### config.mk
export PLATFORM = sky130hd
export DESIGN_NAME = rom_fetch_ctrl
export DESIGN_NICKNAME = d
export VERILOG_FILES = /design/src/rtl/rom_fetch_pkg.sv /design/src/rtl/rom_fetch_ctrl_fetch_fifo.sv /design/src/rtl/rom_fetch_ctrl.sv
export SDC_FILE = /design/constraint.sdc
export NUM_CORES = 1
export LEC_CHECK = 0
export ABC_AREA = 1
export CAP_MARGIN = 20
export CORE_MARGIN = 3
export CORE_UTILIZATION = 40
export DETAILED_ROUTE_END_ITERATION = 12
export PLACE_DENSITY = 0.69
export REMOVE_ABC_BUFFERS = 1
export SYNTH_ARGS = -nofsm -noshare
export SYNTH_HDL_FRONTEND = slang
export SYNTH_HIERARCHICAL = 1
export SYNTH_SLANG_ARGS = --single-unit
### constraint.sdc
create_clock -name clk -period 2.75 [get_ports clk]
set_input_delay 0.55 -clock clk [delete_from_list [all_inputs] [get_ports clk]]
set_output_delay 0.55 -clock clk [all_outputs]
set_load 0.01 [all_outputs]
### src/rtl/rom_fetch_pkg.sv
// Shared definitions for the ROM instruction-fetch sequencer: FSM state encoding and the NOP word.
package rom_fetch_pkg;

    typedef enum logic [1:0] {
        StIdle  = 2'd0,
        StRun   = 2'd1,
        StDrain = 2'd2
    } fetch_state_e;

    // RISC-V addi x0,x0,0; presented on instr_data whenever the buffer is empty
    localparam logic [31:0] NopWord = 32'h0000_0013;

endpackage

### src/rtl/rom_fetch_ctrl_fetch_fifo.sv
// Prefetch buffer: synchronous FIFO with push, pop and flush; flush wins over push, pop may share
// the flush cycle.
module fetch_fifo #(
    parameter int unsigned Depth = 2,
    parameter int unsigned Width = 38
) (
    input  logic                       clk_i,
    input  logic                       rst_ni,
    input  logic                       push_i,
    input  logic [Width-1:0]           data_i,
    input  logic                       pop_i,
    input  logic                       flush_i,
    output logic [Width-1:0]           data_o,
    output logic [$clog2(Depth):0]     count_o,
    output logic                       full_o,
    output logic                       empty_o
);

    localparam int unsigned PtrBits = $clog2(Depth);
    localparam int unsigned CntBits = PtrBits + 1;

    logic [Width-1:0]   mem_q [Depth];
    logic [PtrBits-1:0] wr_ptr_q, rd_ptr_q;
    logic [CntBits-1:0] count_q, count_d;

    always_comb begin
        count_d = count_q;
        if (push_i && !pop_i) begin
            count_d = count_q + CntBits'(1);
        end else if (pop_i && !push_i) begin
            count_d = count_q - CntBits'(1);
        end
    end

    // Depth is a power of two, so pointers wrap naturally
    always_ff @(posedge clk_i or negedge rst_ni) begin
        if (!rst_ni) begin
            wr_ptr_q <= '0;
            rd_ptr_q <= '0;
            count_q  <= '0;
        end else if (flush_i) begin
            wr_ptr_q <= '0;
            rd_ptr_q <= '0;
            count_q  <= '0;
        end else begin
            if (push_i) begin
                wr_ptr_q <= wr_ptr_q + PtrBits'(1);
            end
            if (pop_i) begin
                rd_ptr_q <= rd_ptr_q + PtrBits'(1);
            end
            count_q <= count_d;
        end
    end

    always_ff @(posedge clk_i) begin
        if (push_i && !flush_i) begin
            mem_q[wr_ptr_q] <= data_i;
        end
    end

    assign data_o  = mem_q[rd_ptr_q];
    assign count_o = count_q;
    assign full_o  = (count_q == CntBits'(Depth));
    assign empty_o = (count_q == '0);

endmodule

### src/rtl/rom_fetch_ctrl.sv
// Instruction-fetch sequencer for a combinational 32-bit ROM with a PC-tagged prefetch buffer.
// Optional ROM debug read port enabled by defining ROM_DBG_PORT_EN.
module rom_fetch_ctrl
    import rom_fetch_pkg::*;
#(
    parameter int unsigned          ADDR_BITS  = 4,
    parameter logic [ADDR_BITS+1:0] RESET_PC   = '0,
    parameter int unsigned          FIFO_DEPTH = 2
) (
    input  logic                   clk,
    input  logic                   rst_n,
    input  logic                   fetch_en,
    output logic [ADDR_BITS-1:0]   rom_addr,
    input  logic [31:0]            rom_data,
    output logic                   instr_valid,
    input  logic                   instr_ready,
    output logic [31:0]            instr_data,
    output logic [ADDR_BITS+1:0]   instr_pc,
    input  logic                   redirect_valid,
`ifdef ROM_DBG_PORT_EN
    input  logic [ADDR_BITS+1:0]   redirect_pc,
    input  logic                   dbg_req,
    input  logic [ADDR_BITS-1:0]   dbg_addr,
    output logic                   dbg_rvalid,
    output logic [31:0]            dbg_rdata
`else
    input  logic [ADDR_BITS+1:0]   redirect_pc
`endif
);

    localparam int unsigned        PcBits      = ADDR_BITS + 2;
    localparam int unsigned        CntBits     = $clog2(FIFO_DEPTH) + 1;
    localparam logic [PcBits-1:0]  PcAlignMask = ~PcBits'(3);

    fetch_state_e        state_q, state_d;
    logic [PcBits-1:0]   fetch_pc_q, fetch_pc_d;
    logic                fifo_full, fifo_empty;
    logic [CntBits-1:0]  fifo_count;
    logic [31+PcBits:0]  head_entry;
    logic                pop, flush, fetch, dbg_grant;

`ifdef ROM_DBG_PORT_EN
    assign dbg_grant = dbg_req;
    assign rom_addr  = dbg_req ? dbg_addr : fetch_pc_q[PcBits-1:2];

    always_ff @(posedge clk or negedge rst_n) begin
        if (!rst_n) begin
            dbg_rvalid <= 1'b0;
            dbg_rdata  <= '0;
        end else begin
            dbg_rvalid <= dbg_req;
            if (dbg_req) begin
                dbg_rdata <= rom_data;
            end
        end
    end
`else
    assign dbg_grant = 1'b0;
    assign rom_addr  = fetch_pc_q[PcBits-1:2];
`endif

    assign pop   = ~fifo_empty & instr_ready;
    assign flush = redirect_valid & (state_q == StRun);
    // fetch_en low stops new captures immediately, even on the cycle the FSM leaves StRun
    assign fetch = (state_q == StRun) & fetch_en & (~fifo_full | pop) & ~redirect_valid
                   & ~dbg_grant;

    always_comb begin
        state_d    = state_q;
        fetch_pc_d = fetch_pc_q;
        case (state_q)
            StIdle:  if (fetch_en) state_d = StRun;
            StRun:   if (!fetch_en) state_d = StDrain;
            StDrain: begin
                if (fetch_en) begin
                    state_d = StRun;
                end else if (fifo_count == '0) begin
                    state_d = StIdle;
                end
            end
            default: state_d = StIdle;
        endcase
        if (redirect_valid) begin
            fetch_pc_d = redirect_pc & PcAlignMask;
        end else if (fetch) begin
            fetch_pc_d = fetch_pc_q + PcBits'(4);
        end
    end

    always_ff @(posedge clk or negedge rst_n) begin
        if (!rst_n) begin
            state_q    <= StIdle;
            fetch_pc_q <= RESET_PC & PcAlignMask;
        end else begin
            state_q    <= state_d;
            fetch_pc_q <= fetch_pc_d;
        end
    end

    fetch_fifo #(
        .Depth (FIFO_DEPTH),
        .Width (32 + PcBits)
    ) u_fetch_fifo (
        .clk_i   (clk),
        .rst_ni  (rst_n),
        .push_i  (fetch),
        .data_i  ({rom_data, fetch_pc_q}),
        .pop_i   (pop),
        .flush_i (flush),
        .data_o  (head_entry),
        .count_o (fifo_count),
        .full_o  (fifo_full),
        .empty_o (fifo_empty)
    );

    assign instr_valid = ~fifo_empty;
    assign instr_pc    = head_entry[PcBits-1:0];
    assign instr_data  = fifo_empty ? NopWord : head_entry[31+PcBits:PcBits];

endmodule
==> qor.yml <==
finalCriticalPeriod_ns: 2.56
core_um2: 8460
clock.fmax_ghz: 0.391
diodes: 0
yosysUniqueCellTypes: 22
grt_pass1_vias: 2220
placementRows: 33
drt_iter0_drc: 54
cts_htree_levels: 3
fin_hold_ws_ns: 0.529
io_pins: 86
drc_errors: 0
final.period_utilization: 0.930
drtAntennaViolNets: 0
min-delay-path-class: "primary input to asynchronous set/reset pin"
fp.dieH_um: 101
fp.dieArea_um2: 10200
ctsHoldBuffers: 0
routed_wirelength_um: 6480
grt_overflow: 0
slew_violations: 0
synth_seq_cells: 86
leakagePower_nw: 1.91
grt_max_degree: 20
postCtsSetupBuffers: 0
clock-sinks: 86
intPower_w: 0.00286
io_buffers: 83
dp_hpwl_um: 4530
cts.clk_slew.worst_paths_ns: 0.08
critPathKind: "flip-flop to output port"
seq_power_share: 0.388
antenna_found_initial: 0
p_switching_w: 0.00123
synth_edf_count: 76
switching_share: 0.301
end_kind: "output port"
critPathLaunchType: "flip-flop"
insertion_delay_ns: 0.34
fin_ws_ns: 0.193
postPlaceCellArea_um2: 4650
peakVddDrop_mv: 0.400
cts_buffer_depth: 2
setup_viol: 0
cap_violations: 0
vias_per_cell: 4.59
grt_usage: 0.134
cts_made_buffers: 9
critical_path_arrival_ns: 2.01
synthArstFlopShare: 0.116
yosysSeqAreaShare: 0.703
finClkSkew_ns: 0.00657
fp.dieW_um: 101
layout-drive-gt1-share: 0.209
grt_pass1_wl_um: 10500
synth_flop_cell: "edfxtp_1"
comb_power_share: 0.396
first_pass_iters: 4
place_ws_ns: 0.278
synth_area_um2: 3600
start_util: 0.425
syn_to_final_growth_pct: 35.7
final_util: 0.577
ctsResizeCount: 0
power_frac_clock: 0.216
stdcell_area_um2: 4890
layout.nets: 418
syn_area_per_cell_um2: 13.4
rsz0062_at_grt: "false"
cts_tree: "yes"
netlist_instances: 269
synth_warnings: 6
power_density_nw_per_um2: 838
wl_per_cell_um: 13.4
outcome: "complete, no violations"
vias: 2218
cts_root_buf: "clkbuf_8"
gp_congestion: 0.848
required_ns: 2.20
crit_path_max_fanout: 8
hold_viol_final: 0
-- registers in the layout, indices dropped and copies added, names as in the netlist --
| register | flops |
|---|---|
| u_fetch_fifo/mem_q | 76 |
| u_fetch_fifo/rd_ptr_q | 1 |
| fetch_pc_q | 4 |
| u_fetch_fifo/count_o | 2 |
| state_q | 2 |
| u_fetch_fifo/wr_ptr_q | 1 |
-- final timing paths --
kind | from | to | slack [ns] | depth (start not counted)
max reg2reg | u_fetch_fifo/count_o[1]$_DFFE_PN0P_ | u_fetch_fifo/mem_q[0][32]$_DFFE_PP_ | 0.65 | 10
max in group asynchronous | rst_n | u_fetch_fifo/rd_ptr_q$_DFFE_PN0P_ | 1.87 | 1
min | rst_n | fetch_pc_q[3]$_DFFE_PN0P_ | 0.53 | 1
min in group clk | state_q[1]$_DFFE_PN0P_ | state_q[1]$_DFFE_PN0P_ | 0.56 | 3
max | u_fetch_fifo/rd_ptr_q$_DFFE_PN0P_ | instr_data[4] | 0.19 | 4
min reg2reg | state_q[1]$_DFFE_PN0P_ | state_q[1]$_DFFE_PN0P_ | 0.56 | 3
-- power groups by stage --
stage               registers [W]  clock network, W  logic [W]
floorplan                 0.00166                 0   0.000722
global placement          0.00163                 0    0.00156
detailed placement        0.00163                 0    0.00157
CTS                       0.00160          0.000916    0.00158
global route              0.00160          0.000984    0.00179
finish                    0.00159          0.000884    0.00162
-- kinds of logic (layout without fill, tap and decap cells) --
| kind of cell | after synthesis | count (layout) | synth area share |
|---|---|---|---|
| compound gates | 5 | 5 | 0.00695 |
| xor+xnor | 1 | 1 | 0.00243 |
| fa+ha+maj | 2 | 2 | 0.00695 |
| buf+inv | 49 | 155 | 0.0598 |
| flops | 86 | 86 | 0.703 |
| mux | 38 | 38 | 0.119 |
| other cells | 1 | 4 | 0.00104 |
| simple gates | 87 | 87 | 0.101 |
-- routing by layer --
| metal | GRT usage | wire, um | up-vias |
|---|---|---|---|
| li1 | - | - | 1114 |
| met1 | 0.177 | 2830 | 1025 |
| met2 | 0.215 | 3200 | 69 |
| met3 | 0.0311 | 375 | 10 |
| met4 | 0.0549 | 77 | 0 |
| met5 | 0 | 0 | - |
-- stage by stage --
| stage | setup TNS, ns | total power, W | cells |
|---|---|---|---|
| floorplan | -47.37 | 0.00238 | 265 |
| global placement | 0 | 0.00319 | 464 |
| detailed placement | 0 | 0.00320 | 464 |
| CTS | 0 | 0.00410 | 480 |
| global route | 0 | 0.00437 | 483 |
| finish | 0 | 0.00409 | 483 |
-- Yosys cell counts (2+ instances only) --
cell type | count | area (um2)
ha_1 | 2 | 25.0
dfrtp_1 | 10 | 250
inv_1 | 40 | 150
edfxtp_1 | 76 | 2280
clkbuf_1 | 2 | 7.51
a21oi_1 | 2 | 10.0
nor2_1 | 38 | 143
o21ai_0 | 3 | 15.0
buf_6 | 4 | 45.0
or2_2 | 3 | 18.8
nand3_1 | 12 | 60.1
mux2_2 | 38 | 428
nand2_1 | 28 | 105
inv_2 | 2 | 7.51
nand2_2 | 2 | 12.5
-- final cells by class --
cell class / instances / area (um2)
Clock inverter: 7 / 78.8
Inverter: 42 / 158
Tap cell: 105 / 131
Clock buffer: 9 / 124
Fill cell: 702 / 3580
Multi-Input combinational cell: 137 / 887
Sequential cell: 86 / 2530
Timing Repair Buffer: 97 / 973
-- placed cells by master, fill, tap and decap left out, types with 2 or more instances in the layout --
cell type,instances
clkdlybuf4s50_1,83
mux2_2,38
nor2_1,35
dfrtp_1,9
inv_1,40
edfxtp_1,76
or2_2,3
ha_1,2
nor2_4,3
nand2_1,28
clkinv_4,2
inv_2,2
a21oi_1,2
buf_4,11
clkbuf_8,9
conb_1,4
o21ai_0,3
nand3_1,12
buf_12,3
nand2_2,2
inv_6,3
-- worst max-delay path: stages, from the launching register on --
cell,delay [ns]
dfrtp_2,0.44
buf_4,0.19
mux2_2,0.34
or2_1,0.20
clkdlybuf4s50_1,0.49
(Power assumes the default switching activity.)
